<file path="config.mk">
export PLATFORM = sky130hd
export DESIGN_NAME = ysyx_23060221_ifu
export DESIGN_NICKNAME = d
export VERILOG_FILES = /design/src/rtl/ysyx_23060221_ifu.sv
export SDC_FILE = /design/constraint.sdc
export NUM_CORES = 1
export LEC_CHECK = 0
export ABC_CLOCK_PERIOD_IN_PS = 7000
export BUFFER_PORTS_ARGS = -buffer_cell sky130_fd_sc_hd__buf_2
export CAP_MARGIN = 40
export CORE_MARGIN = 4
export CORE_UTILIZATION = 54
export CTS_CLUSTER_SIZE = 24
export DETAILED_ROUTE_END_ITERATION = 12
export GPL_TIMING_DRIVEN = 0
export PLACE_DENSITY_LB_ADDON = 0.05
export SYNTH_ARGS = -nofsm -noshare
export SYNTH_HDL_FRONTEND = slang
export SYNTH_SLANG_ARGS = --single-unit
</file>
<file path="constraint.sdc">
create_clock -name clk -period 7 [get_ports clk]
set_clock_uncertainty 0.2 [all_clocks]
set_input_delay 0.7 -clock clk [delete_from_list [all_inputs] [get_ports clk]]
set_output_delay 0.7 -clock clk [all_outputs]
set_load 0.03 [all_outputs]
</file>
<file path="src/rtl/ysyx_23060221_ifu.sv">
// Instruction fetch unit for the serial multi-cycle core.
//
// Takes one pc from write-back over a valid/ready handshake. It then issues a
// single 32-bit read on an AXI4-Lite-style read channel and hands the
// instruction, its pc and a fault code to decode over a second valid/ready
// handshake. Only one fetch is in flight at a time.
//
// Ports:
//   clk, rst          clock, asynchronous active-high reset
//   pc_i, wbu_valid_i  next pc offered by write-back; ifu_ready_o accepts it
//   araddr_o, arvalid_o, arready_i             read address channel
//   rdata_i, rresp_i, rvalid_i, rready_o       read data channel
//   inst_o, inst_pc_o, fault_o, ifu_valid_o    result towards decode
//   idu_ready_i       decode accepts the result
//   fetch_cnt_o       number of instructions delivered to decode
//
// Fault codes: 00 none, 01 bus error, 10 misaligned pc, 11 read timeout.
// A misaligned pc or a timeout delivers FAULT_INST (ebreak) as the instruction.
// A bus error still delivers rdata.
module ysyx_23060221_ifu #(
  parameter int unsigned TIMEOUT    = 255,          // RESP cycles before timeout, 1..255
  parameter logic [31:0] FAULT_INST = 32'h00100073  // ebreak
) (
  input  logic        clk,
  input  logic        rst,
  // write-back side
  input  logic [31:0] pc_i,
  input  logic        wbu_valid_i,
  output logic        ifu_ready_o,
  // read address channel
  output logic [31:0] araddr_o,
  output logic        arvalid_o,
  input  logic        arready_i,
  // read data channel
  input  logic [31:0] rdata_i,
  input  logic [1:0]  rresp_i,
  input  logic        rvalid_i,
  output logic        rready_o,
  // decode side
  output logic [31:0] inst_o,
  output logic [31:0] inst_pc_o,
  output logic [1:0]  fault_o,
  output logic        ifu_valid_o,
  input  logic        idu_ready_i,
  // statistics
  output logic [31:0] fetch_cnt_o
);

  typedef enum logic [1:0] {
    StIdle,
    StReq,
    StResp,
    StHold
  } state_e;

  localparam logic [1:0] FaultNone     = 2'b00;
  localparam logic [1:0] FaultBus      = 2'b01;
  localparam logic [1:0] FaultMisalign = 2'b10;
  localparam logic [1:0] FaultTimeout  = 2'b11;

  // The last RESP cycle before giving up is the one where the counter shows TIMEOUT-1.
  localparam logic [7:0] TimeoutLast = 8'(TIMEOUT - 1);

  state_e      state_q, state_d;
  logic        ifu_ready_q, ifu_ready_d;
  logic        ifu_valid_q, ifu_valid_d;
  logic        arvalid_q, arvalid_d;
  logic        rready_q, rready_d;
  logic [31:0] araddr_q, araddr_d;
  logic [31:0] inst_q, inst_d;
  logic [31:0] inst_pc_q, inst_pc_d;
  logic [1:0]  fault_q, fault_d;
  logic [31:0] fetch_cnt_q, fetch_cnt_d;
  logic [7:0]  cnt_q, cnt_d;

  logic in_xfer;
  logic out_xfer;

  assign in_xfer  = wbu_valid_i & ifu_ready_q;
  assign out_xfer = ifu_valid_q & idu_ready_i;

  // State register.
  always_ff @(posedge clk or posedge rst) begin
    if (rst) begin
      state_q <= StIdle;
    end else begin
      state_q <= state_d;
    end
  end

  // Next-state and next-value logic for every register.
  always_comb begin
    state_d     = state_q;
    ifu_ready_d = ifu_ready_q;
    ifu_valid_d = ifu_valid_q;
    arvalid_d   = arvalid_q;
    rready_d    = rready_q;
    araddr_d    = araddr_q;
    inst_d      = inst_q;
    inst_pc_d   = inst_pc_q;
    fault_d     = fault_q;
    fetch_cnt_d = fetch_cnt_q;
    cnt_d       = cnt_q;

    unique case (state_q)
      StIdle: begin
        // Bus inputs are deliberately ignored here, so a stale beat from an
        // access that reset aborted has no effect.
        if (in_xfer) begin
          inst_pc_d   = pc_i;
          ifu_ready_d = 1'b0;
          if (pc_i[1:0] != 2'b00) begin
            inst_d      = FAULT_INST;
            fault_d     = FaultMisalign;
            ifu_valid_d = 1'b1;
            state_d     = StHold;
          end else begin
            araddr_d  = pc_i;
            arvalid_d = 1'b1;
            state_d   = StReq;
          end
        end
      end

      StReq: begin
        // arvalid is never withdrawn once raised; no timeout in this state.
        if (arready_i) begin
          arvalid_d = 1'b0;
          rready_d  = 1'b1;
          cnt_d     = 8'd0;
          state_d   = StResp;
        end
      end

      StResp: begin
        // rvalid takes priority over an expiring timeout on the same cycle.
        if (rvalid_i) begin
          rready_d    = 1'b0;
          inst_d      = rdata_i;
          fault_d     = (rresp_i == 2'b00) ? FaultNone : FaultBus;
          ifu_valid_d = 1'b1;
          state_d     = StHold;
        end else if (cnt_q == TimeoutLast) begin
          rready_d    = 1'b0;
          inst_d      = FAULT_INST;
          fault_d     = FaultTimeout;
          ifu_valid_d = 1'b1;
          state_d     = StHold;
        end else begin
          cnt_d = cnt_q + 8'd1;
        end
      end

      StHold: begin
        if (out_xfer) begin
          ifu_valid_d = 1'b0;
          ifu_ready_d = 1'b1;
          fetch_cnt_d = fetch_cnt_q + 32'd1;
          state_d     = StIdle;
        end
      end

      default: begin
        state_d = StIdle;
      end
    endcase
  end

  // Datapath and handshake registers.
  always_ff @(posedge clk or posedge rst) begin
    if (rst) begin
      ifu_ready_q <= 1'b1;
      ifu_valid_q <= 1'b0;
      arvalid_q   <= 1'b0;
      rready_q    <= 1'b0;
      araddr_q    <= 32'd0;
      inst_q      <= 32'd0;
      inst_pc_q   <= 32'd0;
      fault_q     <= FaultNone;
      fetch_cnt_q <= 32'd0;
      cnt_q       <= 8'd0;
    end else begin
      ifu_ready_q <= ifu_ready_d;
      ifu_valid_q <= ifu_valid_d;
      arvalid_q   <= arvalid_d;
      rready_q    <= rready_d;
      araddr_q    <= araddr_d;
      inst_q      <= inst_d;
      inst_pc_q   <= inst_pc_d;
      fault_q     <= fault_d;
      fetch_cnt_q <= fetch_cnt_d;
      cnt_q       <= cnt_d;
    end
  end

  // Outputs come straight from registers.
  always_comb begin
    ifu_ready_o = ifu_ready_q;
    ifu_valid_o = ifu_valid_q;
    arvalid_o   = arvalid_q;
    rready_o    = rready_q;
    araddr_o    = araddr_q;
    inst_o      = inst_q;
    inst_pc_o   = inst_pc_q;
    fault_o     = fault_q;
    fetch_cnt_o = fetch_cnt_q;
  end

endmodule

</file>
==> flow_summary.yaml <==
run_status:
  status: "finished, final reports clean"
sta:
  finalHoldViolations: 0
  period_share_pct: 32.3
  finalSetupViolCount: 0
  relSlewSlack_pct: 52.5
  clock.fmax_mhz: 442
  fin_crit_ns: 2.26
  post-route-worst-setup-slack_ns: 4.74
  tns_ns: 0
  rsz0062_at_grt: "false"
  report.final.slew_viol_count: 0
  tightest_slew_ns: 0.712
floorplan:
  die_x_um: 115
  fp.coreArea_mm2: 0.0110
  io_pins: 206
  die_area_mm2: 0.0133
  rows: 38
  initial_core_util_pct: 56.2
  die_y_um: 115
synthesis:
  post-synth-top-count-cell: "dfrtp_1"
  ys.flop_type: "dfrtp_1"
  synth_area_per_cell_um2: 13.2
  ys_warn_count: 0
  syn_area_mm2: 0.00620
  synth_area_leaders: "dfrtp_1, mux2_2, mux2_4"
  synth.largest_area_cell: "dfrtp_1"
  async_flop_share_pct: 100
  ys_types: 51
  synth_common_cells: "dfrtp_1, mux2_2, nand3_1"
  ys_seq_area_share_pct: 58.1
  synth.top_cell.area_share_pct: 57.7
  syn_inst: 468
  synth.ff_latch_count: 144
  synth_edf_count: 0
  synth_nets: 548
detailed_routing:
  detail-route-antenna-nets: 0
  vias_per_cell: 5.38
  routed_wl_um: 14300
  vias: 4551
  dr.pass1.iters: 4
  wl_per_cell_um: 16.9
  drc: 0
  drt_iter0_markers: 261
final_layout:
  fin_nets: 773
  fillerInstances: 797
  areaGrowthSynthToFinish_pct: 29.7
  final_util_pct: 72.9
  drive_gt1_share_pct: 45.0
  multi_input_area_mm2: 0.00241
  final_cells: 846
  antenna_cells: 0
  regArea_mm2: 0.00360
cts:
  holdBufCountCts: 0
  cts_buffer_depth: 2
  cts_tree: "done"
  clkLatencyLatePin_ns: 0.41
  postCtsResizedCells: 0
  cts-buffers-inserted: 17
  clk_pin_slew_ns: 0.06
  cts.sinks: 144
  h-tree-depth: 4
  cts-root-buf: "clkbuf_16"
  post_cts_buffers: 0
pwr:
  ir_drop_mv: 0.267
  p_leak_nw: 4.32
  power.density_mw_per_mm2: 422
  power_frac_seq_pct: 35.2
  power_frac_comb_pct: 37.5
  power_mw: 3.39
  switching_share_pct: 38.4
  p_switching_mw: 1.30
  power.share.clock_pct: 27.2
  intPower_mw: 2.09
worst_setup_path:
  cp-start-kind: "flop"
  crit_chain: "inv_1, ha_1, nand3_1, clkbuf_1, mux2_2"
  crit_path_max_fanout: 10
  worstSetupEndpointType: "flop"
  arrival_ns: 2.36
  worstPathRequired_ns: 7.09
  crit_slowest_cell: "clkbuf_1"
  path_class: "reg2reg"
  cpPeakStageDelay_ns: 0.54
placement:
  place_inst: 814
  gp_congestion: 0.805
  preCtsSetupSlack_ns: 4.60
  dp_hpwl_um: 10500
  io_buffer_count: 205
grt:
  top_usage_layer: "met2"
  gr-usage-met1_pct: 27.4
  grt_start_max_net_pins: 80
  grt_usage_pct: 22.4
  grt_first_pass_wirelength_um: 23200
  use_met3_pct: 5.68
  grt_pass1_vias: 4652
  antenna_found_initial: 0
  gr-total-overflow: 0
  gr-usage-met2_pct: 37.2
job:
  cap_violations: 0
hold_path:
  hp-class: "in2async"
sequential cells by signal (all words and copies together) (netlist names):
name	flops
state_q	2
ifu_valid_o	1
arvalid_o	1
araddr_o	32
ifu_ready_o	1
inst_pc_o	32
fault_o	2
cnt_q	8
rready_o	1
fetch_cnt_o	32
inst_o	32
final timing paths:
| path | startpoint | to | slack (ns) | cells after the start |
|---|---|---|---|---|
| max in group asynchronous | rst | araddr_o[7]$_DFFE_PP0P_ | 5.63 | 3 |
| worst max-delay path | state_q[0]$_DFFE_PP0P_ | inst_pc_o[9]$_DFFE_PP0P_ | 4.74 | 5 |
| worst min-delay path | rst | inst_pc_o[22]$_DFFE_PP0P_ | 0.21 | 2 |
| min in group clk | araddr_o[1]$_DFFE_PP0P_ | araddr_o[1]$_DFFE_PP0P_ | 0.28 | 1 |
| worst max register to register | state_q[0]$_DFFE_PP0P_ | inst_pc_o[9]$_DFFE_PP0P_ | 4.74 | 5 |
| worst min register to register | araddr_o[1]$_DFFE_PP0P_ | araddr_o[1]$_DFFE_PP0P_ | 0.28 | 1 |
routing by layer:
metal | vias to the layer above | part of all wire [%]
met5 | - | 0
met4 | 0 | 2.8
met3 | 31 | 5.8
met2 | 133 | 50
met1 | 2241 | 41
li1 | 2146 | -
power groups by stage:
| stage | clock (mW) | combinational, mW | sequential (mW) |
|---|---|---|---|
| final | 0.923 | 1.27 | 1.19 |
| after global routing | 0.979 | 1.37 | 1.22 |
| after CTS | 0.942 | 1.29 | 1.20 |
| after detailed placement | 0 | 1.29 | 1.21 |
| after global placement | 0 | 1.26 | 1.19 |
| after floorplan | 0 | 0.467 | 1.63 |
critical path: cells and delay by family, from the launching register on:
family	cells	cell delay [ns]
DFF	1	0.37
adders and majority gates	1	0.30
muxes	1	0.41
and+or+nand+nor	1	0.22
buffers and inverters	2	0.64
kinds of logic (layout without fill, tap and decap cells):
group	after synthesis	count (layout)	synth area share (%)
compound gates	65	65	8.23
buf+inv	36	274	2.99
simple gates	119	119	11.8
flops	144	144	58.1
fa+ha+maj	8	8	1.61
xor+xnor	31	31	4.38
mux	65	65	12.8
placed cells by master, fill, tap and decap left out, drive strengths merged, types with 8 or more instances in the layout:
cell type and n:
dfrtp 143, mux2 62, buf 219, clkbuf 27
ha 8, nand3 29, nor2 17, a22o 26
o21ai 8, nand4 17, xor2 9, nand2 24
xnor2 22, inv 18
layout make-up:
class                   count  share of cell area, %
well taps                 140                   2.18
repair buffers            206                   13.1
multi-input cells         288                   30.0
flip-flops and latches    144                   44.8
clock inverters            10                   1.66
clock buffers              22                   5.90
plain buffers              18                   1.46
inverters                  18                  0.902
stage by stage:
step	hold WS, ns	cell area, um^2
CTS	0.235	8040
detailed placement	0.272	7430
global placement	0.259	7400
finish	0.208	8040
floorplan	0.325	6200
global route	0.262	8040
(Power assumes the default switching activity.)
